<file path="src/rtl/pov_update_arbiter.sv">
// pov_update_arbiter
//   Schedules updates to the live POV vector registers. Updates happen only
//   inside a vertical-blanking window, so the tracer never sees the vectors
//   change mid-frame. Two requesters compete for each window:
//     - SPI host frames  : served by a one-cycle pulse to pov load_if_ready
//     - local motion unit: served by a grant held until done or abort
//   Only one update is allowed per window. SPI wins by default, but a pending,
//   eligible motion request takes the window after MAX_SPI_STREAK consecutive
//   SPI loads.
//
// Ports
//   clk            in   system clock
//   reset          in   asynchronous active-high reset
//   i_vblank_start in   1-cycle pulse at the start of vertical blanking
//   i_vblank       in   level, high for the whole blanking interval
//   i_spi_new      in   1-cycle pulse, new SPI frame buffered in pov
//   i_mot_req      in   level, motion unit has a step pending
//   i_mot_done     in   1-cycle pulse, motion unit finished writing
//   i_freeze       in   level, windows are ignored while high
//   o_load_spi     out  1-cycle load pulse to pov
//   o_mot_grant    out  motion write grant
//   o_busy         out  high whenever the FSM is not idle
//   o_last_src     out  00 none, 01 SPI, 10 motion, 11 motion aborted
//   o_aborts       out  saturating count of aborted motion grants
//   o_missed       out  saturating count of windows closed with work pending
//
// state    | meaning
// ---------+-------------------------------------------------------------
// IDLE     | waiting for an unfrozen vblank start
// ARB      | one-cycle arbitration between SPI and motion
// LOAD_SPI | one-cycle load pulse to pov
// MOTION   | grant held, waiting for done, vblank end or timeout
// WAIT_END | window already used, waiting for vblank to fall

module pov_update_arbiter #(
    parameter int MAX_SPI_STREAK = 4,
    parameter int MOTION_DIV     = 1,
    parameter int TIMEOUT        = 1023,
    parameter int CNT_W          = 8
) (
    input  logic             clk,
    input  logic             reset,
    input  logic             i_vblank_start,
    input  logic             i_vblank,
    input  logic             i_spi_new,
    input  logic             i_mot_req,
    input  logic             i_mot_done,
    input  logic             i_freeze,
    output logic             o_load_spi,
    output logic             o_mot_grant,
    output logic             o_busy,
    output logic [1:0]       o_last_src,
    output logic [CNT_W-1:0] o_aborts,
    output logic [CNT_W-1:0] o_missed
);

    localparam int TMR_W = $clog2(TIMEOUT + 1);
    localparam int STK_W = $clog2(MAX_SPI_STREAK + 1);
    localparam int DIV_W = (MOTION_DIV > 1) ? $clog2(MOTION_DIV) : 1;

    localparam logic [1:0] SRC_SPI   = 2'b01;
    localparam logic [1:0] SRC_MOT   = 2'b10;
    localparam logic [1:0] SRC_ABORT = 2'b11;

    typedef enum logic [2:0] {
        IDLE     = 3'd0,
        ARB      = 3'd1,
        LOAD_SPI = 3'd2,
        MOTION   = 3'd3,
        WAIT_END = 3'd4
    } state_t;

    state_t           state_q, state_d;
    logic [TMR_W-1:0] timer_q, timer_d;
    logic [STK_W-1:0] streak_q, streak_d;
    logic [DIV_W-1:0] div_cnt_q, div_cnt_d;
    logic             mot_due_q, mot_due_d;
    logic             spi_pend_q, spi_pend_d;
    logic             load_spi_q, load_spi_d;
    logic             mot_grant_q, mot_grant_d;
    logic [1:0]       last_src_q, last_src_d;
    logic [CNT_W-1:0] aborts_q, aborts_d;
    logic [CNT_W-1:0] missed_q, missed_d;

    logic mot_ok;
    logic mot_abort;
    logic div_wrap;

    assign mot_ok    = i_mot_req & mot_due_q;
    // Done wins over a coincident abort condition.
    assign mot_abort = !i_mot_done && (!i_vblank || (timer_q == TMR_W'(TIMEOUT)));
    assign div_wrap  = (div_cnt_q == DIV_W'(MOTION_DIV - 1));

    // State register
    always_ff @(posedge clk or posedge reset) begin
        if (reset) begin
            state_q     <= IDLE;
            timer_q     <= '0;
            streak_q    <= '0;
            div_cnt_q   <= '0;
            mot_due_q   <= (MOTION_DIV == 1);
            spi_pend_q  <= 1'b0;
            load_spi_q  <= 1'b0;
            mot_grant_q <= 1'b0;
            last_src_q  <= 2'b00;
            aborts_q    <= '0;
            missed_q    <= '0;
        end else begin
            state_q     <= state_d;
            timer_q     <= timer_d;
            streak_q    <= streak_d;
            div_cnt_q   <= div_cnt_d;
            mot_due_q   <= mot_due_d;
            spi_pend_q  <= spi_pend_d;
            load_spi_q  <= load_spi_d;
            mot_grant_q <= mot_grant_d;
            last_src_q  <= last_src_d;
            aborts_q    <= aborts_d;
            missed_q    <= missed_d;
        end
    end

    // Next-state logic
    always_comb begin
        state_d = state_q;
        unique case (state_q)
            IDLE: begin
                if (i_vblank_start && !i_freeze) state_d = ARB;
            end
            ARB: begin
                if (spi_pend_q && !(mot_ok && (streak_q >= STK_W'(MAX_SPI_STREAK))))
                    state_d = LOAD_SPI;
                else if (mot_ok)
                    state_d = MOTION;
                else
                    state_d = WAIT_END;
            end
            LOAD_SPI: state_d = WAIT_END;
            MOTION: begin
                if (i_mot_done || mot_abort) state_d = WAIT_END;
            end
            WAIT_END: begin
                if (!i_vblank) state_d = IDLE;
            end
            default: state_d = IDLE;
        endcase
    end

    // Output and bookkeeping logic; everything except o_busy is registered.
    always_comb begin
        timer_d     = '0;
        streak_d    = streak_q;
        div_cnt_d   = div_cnt_q;
        mot_due_d   = mot_due_q;
        last_src_d  = last_src_q;
        aborts_d    = aborts_q;
        missed_d    = missed_q;
        load_spi_d  = (state_d == LOAD_SPI);
        mot_grant_d = (state_d == MOTION);

        // Held pending if a new frame lands on the same cycle as the load.
        spi_pend_d  = i_spi_new | (spi_pend_q & (state_q != LOAD_SPI));

        // The divider sees every vblank start, even ignored ones.
        if (i_mot_done) mot_due_d = 1'b0;
        if (i_vblank_start) begin
            if (div_wrap) begin
                div_cnt_d = '0;
                mot_due_d = 1'b1;
            end else begin
                div_cnt_d = div_cnt_q + DIV_W'(1);
            end
        end

        if (state_d == LOAD_SPI) last_src_d = SRC_SPI;

        if (state_q == LOAD_SPI && streak_q < STK_W'(MAX_SPI_STREAK))
            streak_d = streak_q + STK_W'(1);

        if (state_q == MOTION) begin
            timer_d = timer_q + TMR_W'(1);
            if (i_mot_done) begin
                streak_d   = '0;
                last_src_d = SRC_MOT;
            end else if (mot_abort) begin
                last_src_d = SRC_ABORT;
                if (aborts_q != '1) aborts_d = aborts_q + CNT_W'(1);
            end
        end

        if (state_q == WAIT_END && !i_vblank && (spi_pend_q || mot_ok)) begin
            if (missed_q != '1) missed_d = missed_q + CNT_W'(1);
        end
    end

    assign o_busy      = (state_q != IDLE);
    assign o_load_spi  = load_spi_q;
    assign o_mot_grant = mot_grant_q;
    assign o_last_src  = last_src_q;
    assign o_aborts    = aborts_q;
    assign o_missed    = missed_q;

endmodule

</file>
<file path="config.mk">
export PLATFORM = sky130hd
export DESIGN_NAME = pov_update_arbiter
export DESIGN_NICKNAME = d
export VERILOG_FILES = /design/src/rtl/pov_update_arbiter.sv
export SDC_FILE = /design/constraint.sdc
export NUM_CORES = 1
export LEC_CHECK = 0
export ABC_AREA = 0
export CAP_MARGIN = 20
export CORE_MARGIN = 2
export CORE_UTILIZATION = 50
export DETAILED_ROUTE_END_ITERATION = 6
export GPL_TIMING_DRIVEN = 0
export PLACE_DENSITY_LB_ADDON = 0.25
export SETUP_SLACK_MARGIN = 0.5
export SKIP_CTS_REPAIR_TIMING = 1
export SYNTH_ARGS = -nofsm -noshare
export SYNTH_HDL_FRONTEND = slang
export SYNTH_SLANG_ARGS = --single-unit
export TNS_END_PERCENT = 1
</file>
<file path="constraint.sdc">
create_clock -name clk -period 2.8 [get_ports clk]
set_input_delay 0.56 -clock clk [delete_from_list [all_inputs] [get_ports clk]]
set_output_delay 0.56 -clock clk [all_outputs]
set_load 0.01 [all_outputs]
</file>
; Yosys cells after proc, flatten, opt, wreduce, memory -nomap -nowiden
; Cells that the tools add are included.
[op_classes]
n_addsub = 5
order_cmp = 2
n_eq_ne = 10
muxes = 18
n_bitwise = 4
reduce_logical = 18
[op_table]
columns = cell, n
row1 = two-way mux 3 bit, 8
row2 = "adder 8 x 1 -> 8 bit, second input constant", 2
row3 = "!= test 8 bit, second input constant", 2
row4 = case mux 3 bit (5 select lines), 1
row5 = "== test 3 x 2 -> 1 bit, second input constant", 4
row6 = "adder 10 x 1 -> 10 bit, second input constant", 1
row7 = "== test 10 bit, second input constant", 1
row8 = two-way mux 10 bit, 1
row9 = two-way mux 2 bit, 4
row10 = logical AND 1 bit, 7
row11 = zero test 1 bit, 4
row12 = two-way mux 1 bit, 4
row13 = AND reduction 4 bit, 1
row14 = "adder 3 x 1 -> 3 bit, second input constant", 1
row15 = "== test 3 x 1 -> 1 bit, second input constant", 1
row16 = "== test 3 bit, second input constant", 1
row17 = ">= comparator 3 bit, second input constant", 1
row18 = zero test 3 bit, 1
row19 = logical OR 1 bit, 3
row20 = "< comparator 3 bit, second input constant", 1
row21 = "!= test 3 x 2 -> 1 bit, second input constant", 1
row22 = nonzero test 3 bit, 1
row23 = bitwise AND 1 bit, 2
row24 = AND reduction 2 bit, 1
row25 = 3 further kinds, 3
[totals]
ff_bits = 39
in_bits = 8
output_inout_bits = 21
wordCells = 68

; Longest topological paths before layout
[depth]
ltp_word = 11
depth_mapped = 5

; Worst setup path after synthesis
; Ideal clock, no wire load.
[synth_timing]
path_kind = flip-flop to flip-flop
start = register timer_q[0]
end = register aborts_q[3] (netlist: o_aborts[3])
setup_time_ns = 0.127
arrival_time_ns = 1.650
path_slack_ns = 1.023
stages_incl_launch_ff = 6
cell_sequence = dfrtp_1 > ha_1 > nand2_1 > o31a_1 > or4b_1 > xnor2_1
[synth_between]
elab_chain_len = 4
[synth_rtl]
columns = item, line_no
row1 = from (decl), 74  ; logic [TMR_W-1:0] timer_q, timer_d;
row2 = from (signal assigned), 110  ; timer_q <= timer_d;
row3 = == test 10 bit, 91  ; assign mot_abort = !i_mot_done && (!i_vblank || (timer_q == TMR_W'(TIMEOUT)));
row4 = logical OR 1 bit, 91
row5 = logical AND 1 bit, 91
row6 = AND reduction 4 bit (no source line), --
row7 = to (signal assigned), 118  ; aborts_q <= aborts_d;
row8 = to (decl), 82  ; logic [CNT_W-1:0] aborts_q, aborts_d;
; Every way passes these cells.
; A chain may end at the register's enable or synchronous reset.

; Worst setup path after layout
[layout_timing]
start = input i_vblank
end = register missed_q[5] (netlist: o_missed[5])
[layout_between]
elab_chain_len = 4
[layout_rtl]
columns = item, line_no
row1 = from (decl), 44  ; input logic i_vblank,
row2 = zero test 1 bit, 191  ; if (state_q == WAIT_END && !i_vblank && (spi_pend_q || mot_ok)) begin
row3 = logical AND 1 bit (2 in series), 191
row4 = AND reduction 2 bit (no source line), --
row5 = to (signal assigned), 119  ; missed_q <= missed_d;
row6 = to (decl), 83  ; logic [CNT_W-1:0] missed_q, missed_d;
; Every way passes these cells.

==> impl_metrics.py <==
metrics = {
    "status": {
        "run_status": "completed",
    },
    "drt": {
        "drt_iter0_markers": 55,
        "final_antenna_net_count": 0,
        "wl_um": 3514,
        "post-route-drc-count": 0,
        "num_vias": 1382,
        "dr.pass1.iters": 4,
        "viasPerCell": 5.484,
        "routedWlPerCell_um": 13.94,
    },
    "timing": {
        "tns_ns": 0,
        "rsz0062_at_grt": "no",
        "max_freq_mhz": 493.2,
        "finalMaxSlewViolations": 0,
        "period_share_pct": 72.41,
        "fin_worst_skew_ns": 0.009528,
        "worstMarginPinSlew_ns": 0.7825,
        "fin_ws_ns": 0.7725,
        "final-setup-viol-count": 0,
        "relSlewSlack_pct": 47.75,
        "period_needed_ns": 2.027,
        "hold_viol": 0,
    },
    "min_path": {
        "hp-class": "reg2reg",
    },
    "die": {
        "dieHeight_um": 63.72,
        "start_util_pct": 52.60,
        "pin_count": 29,
        "rows": 21,
        "die_area_sq_um": 4060,
        "core_sq_um": 3390,
        "fp.dieW_um": 63.72,
    },
    "placed_design": {
        "post-place-ws_ns": 0.4062,
        "place_congestion": 0.8080,
        "dp_cells": 244,
        "hpwlAfterDp_um": 2530,
        "portBuffers": 28,
    },
    "finish": {
        "fin_cells": 252,
        "antenna_cells": 0,
        "layout_common_cells": "dfrtp_1 (37), clkdlybuf4s50_1 (27), xor2_1 (15), nor2_1 (13), nand2_1 (11)",
        "syn2layout_area_growth_pct": 23.37,
        "layout.nets": 217,
        "layout-drive-gt1-share_pct": 7.282,
        "mostFrequentLayoutCell": "dfrtp_1",
    },
    "yosys": {
        "synth.cell_area_sq_um": 1783,
        "netlist_instances": 170,
        "yosysSeqAreaShare_pct": 53.40,
        "synth-async-reset-ratio_pct": 100.0,
        "synth_edf_count": 0,
        "synth_area_leaders": "dfrtp_1 (52%), xor2_1 (7.4%), ha_1 (2.8%), nor2_1 (2.7%), o21ai_0 (2.5%)",
        "synth_ff_type": "dfrtp_1",
        "ys_ff_latch": 38,
        "syn-num-nets": 182,
        "synth_top_area_share_pct": 51.93,
        "yosys_warnings": 0,
        "yosysUniqueCellTypes": 35,
        "synth.avg_cell_area_sq_um": 10.49,
        "synth_largest_area_cell": "dfrtp_1",
    },
    "global_routing": {
        "grt_pass1_vias": 1423,
        "grt_pass1_wl_um": 6541,
        "grt_max_degree": 39,
        "grt-ovfl-total": 0,
        "antenna_found_initial": 0,
        "grt_use_total_pct": 20.64,
    },
    "worst_setup_path": {
        "cp_top_family": "simple AND/OR/NAND/NOR gates",
        "path_max_fanout": 6,
        "cp.arrival_ns": 2.29,
        "cp.required_ns": 3.06,
        "end_kind": "flip-flop",
        "crit_chain": "clkdlybuf4s50_1, nor4b_1, o211ai_1, nor3_1, xor2_1",
        "start_kind": "primary input",
        "slowest_stage": "clkdlybuf4s50_1",
        "worstSetupPathType": "in2reg",
        "cpPeakStageDelay_ns": 0.48,
        "timing.critical_path.buf_inv": 1,
    },
    "power_and_ir_drop": {
        "total_power_mw": 1.455,
        "leakagePower_nw": 0.9776,
        "vdd_drop_max_mv": 0.5044,
        "pwr-share-clk_pct": 24.8,
        "seq_power_share_pct": 48.8,
        "sw_frac_of_total_pct": 30.19,
        "intPower_mw": 1.016,
        "p_per_area_nw_per_um2": 661.5,
        "p_comb_share_pct": 26.4,
        "p_sw_mw": 0.4393,
    },
    "clocking": {
        "cts_tree": "done",
        "cts_buffer_depth": 2,
        "numCtsBuffers": 5,
        "htreeDepth": 2,
        "clkTransAtPathRegs_ns": 0.11,
        "worstSkewPairLatency_ns": 0.33,
        "cts_root_buffer": "clkbuf_4",
        "clock-sinks": 38,
    },
    "run": {
        "maxCapViolCount": 0,
    },
}
[worst register-to-register path, cell delays in order, from the launching register on]
cell,delay (ns)
dfrtp_1,0.38
ha_1,0.22
nand2_1,0.14
o31a_1,0.39
nor3_1,0.34
mux2_2,0.38
[registers in the layout, indices dropped and copies added, names as in the netlist]
| register | count |
|---|---|
| o_mot_grant | 1 |
| spi_pend_q | 1 |
| o_load_spi | 1 |
| o_missed | 8 |
| streak_q | 3 |
| timer_q | 10 |
| o_last_src | 2 |
| mot_due_q | 1 |
| state_q | 3 |
| o_aborts | 8 |
[routing by layer]
metal | GRT usage, % | up-vias | routed length (um) | part of all wire [%]
met5 | 0 | - | 0 | 0
met4 | 6.522 | 0 | 55 | 1.6
met3 | 5.357 | 5 | 141 | 4.0
met2 | 33.55 | 33 | 1717 | 49
met1 | 27.00 | 665 | 1599 | 46
li1 | - | 679 | - | -
[final cells by class]
| class | count | area [sq um] |
|---|---|---|
| Tap cell | 46 | 57.56 |
| Clock buffer | 7 | 45.04 |
| Timing Repair Buffer | 28 | 282.8 |
| Buffer | 2 | 8.758 |
| Clock inverter | 1 | 30.03 |
| Multi-Input combinational cell | 124 | 800.8 |
| Sequential cell | 38 | 952.2 |
| Inverter | 6 | 22.52 |
| Fill cell | 265 | 1190 |
[power by group through the flow]
| stage | logic (mW) | registers [mW] | clock network (mW) |
|---|---|---|---|
| 2_1_floorplan | 0.187 | 0.728 | 0 |
| 3_3_place_gp | 0.378 | 0.711 | 0 |
| 3_5_place_dp | 0.388 | 0.718 | 0 |
| 4_1_cts | 0.391 | 0.710 | 0.373 |
| 5_1_grt | 0.433 | 0.723 | 0.399 |
| 6_report | 0.384 | 0.710 | 0.361 |
[worst paths after layout]
path | cells after the start | slack, ns | endpoint | from
max in group asynchronous | 2 | 1.62 | state_q[0]$_DFF_PP0_ | reset
worst min-delay path | 1 | 0.46 | timer_q[0]$_DFF_PP0_ | timer_q[0]$_DFF_PP0_
worst min register to register | 1 | 0.46 | timer_q[0]$_DFF_PP0_ | timer_q[0]$_DFF_PP0_
worst max register to register | 5 | 0.83 | o_aborts[1]$_DFFE_PP0P_ | timer_q[0]$_DFF_PP0_
min in group asynchronous | 2 | 0.68 | timer_q[4]$_DFF_PP0_ | reset
worst max-delay path | 5 | 0.77 | o_missed[5]$_DFFE_PP0P_ | i_vblank
[synthesized netlist by cell type (5+ instances only)]
master	instances
dfrtp_1	37
nor3_1	7
inv_1	6
nor2_1	13
o21ai_0	9
nand3_1	8
and3_1	5
nand4_1	6
a21oi_1	7
xor2_1	15
xnor2_1	5
nand2_1	11
[cell families after synthesis]
group / share of synthesized area [%]
flip-flops: 53.40
XOR/XNOR: 9.825
buffers and inverters: 1.684
multiplexers: 1.895
AND/OR/NAND/NOR: 20.84
AO/OA/AOI/OAI: 9.544
adder cells (fa/ha/maj): 2.807
[metrics by stage]
stage	utilization, %	area [sq um]	hold slack [ns]
finish	64.89	2200	0.4625
global route	64.89	2200	0.4813
global placement	62.57	2121	0.4407
detailed placement	62.57	2121	0.4540
floorplan	-	1783	0.4245
CTS	64.78	2196	0.4693
Power figures use the tool's default switching activity.
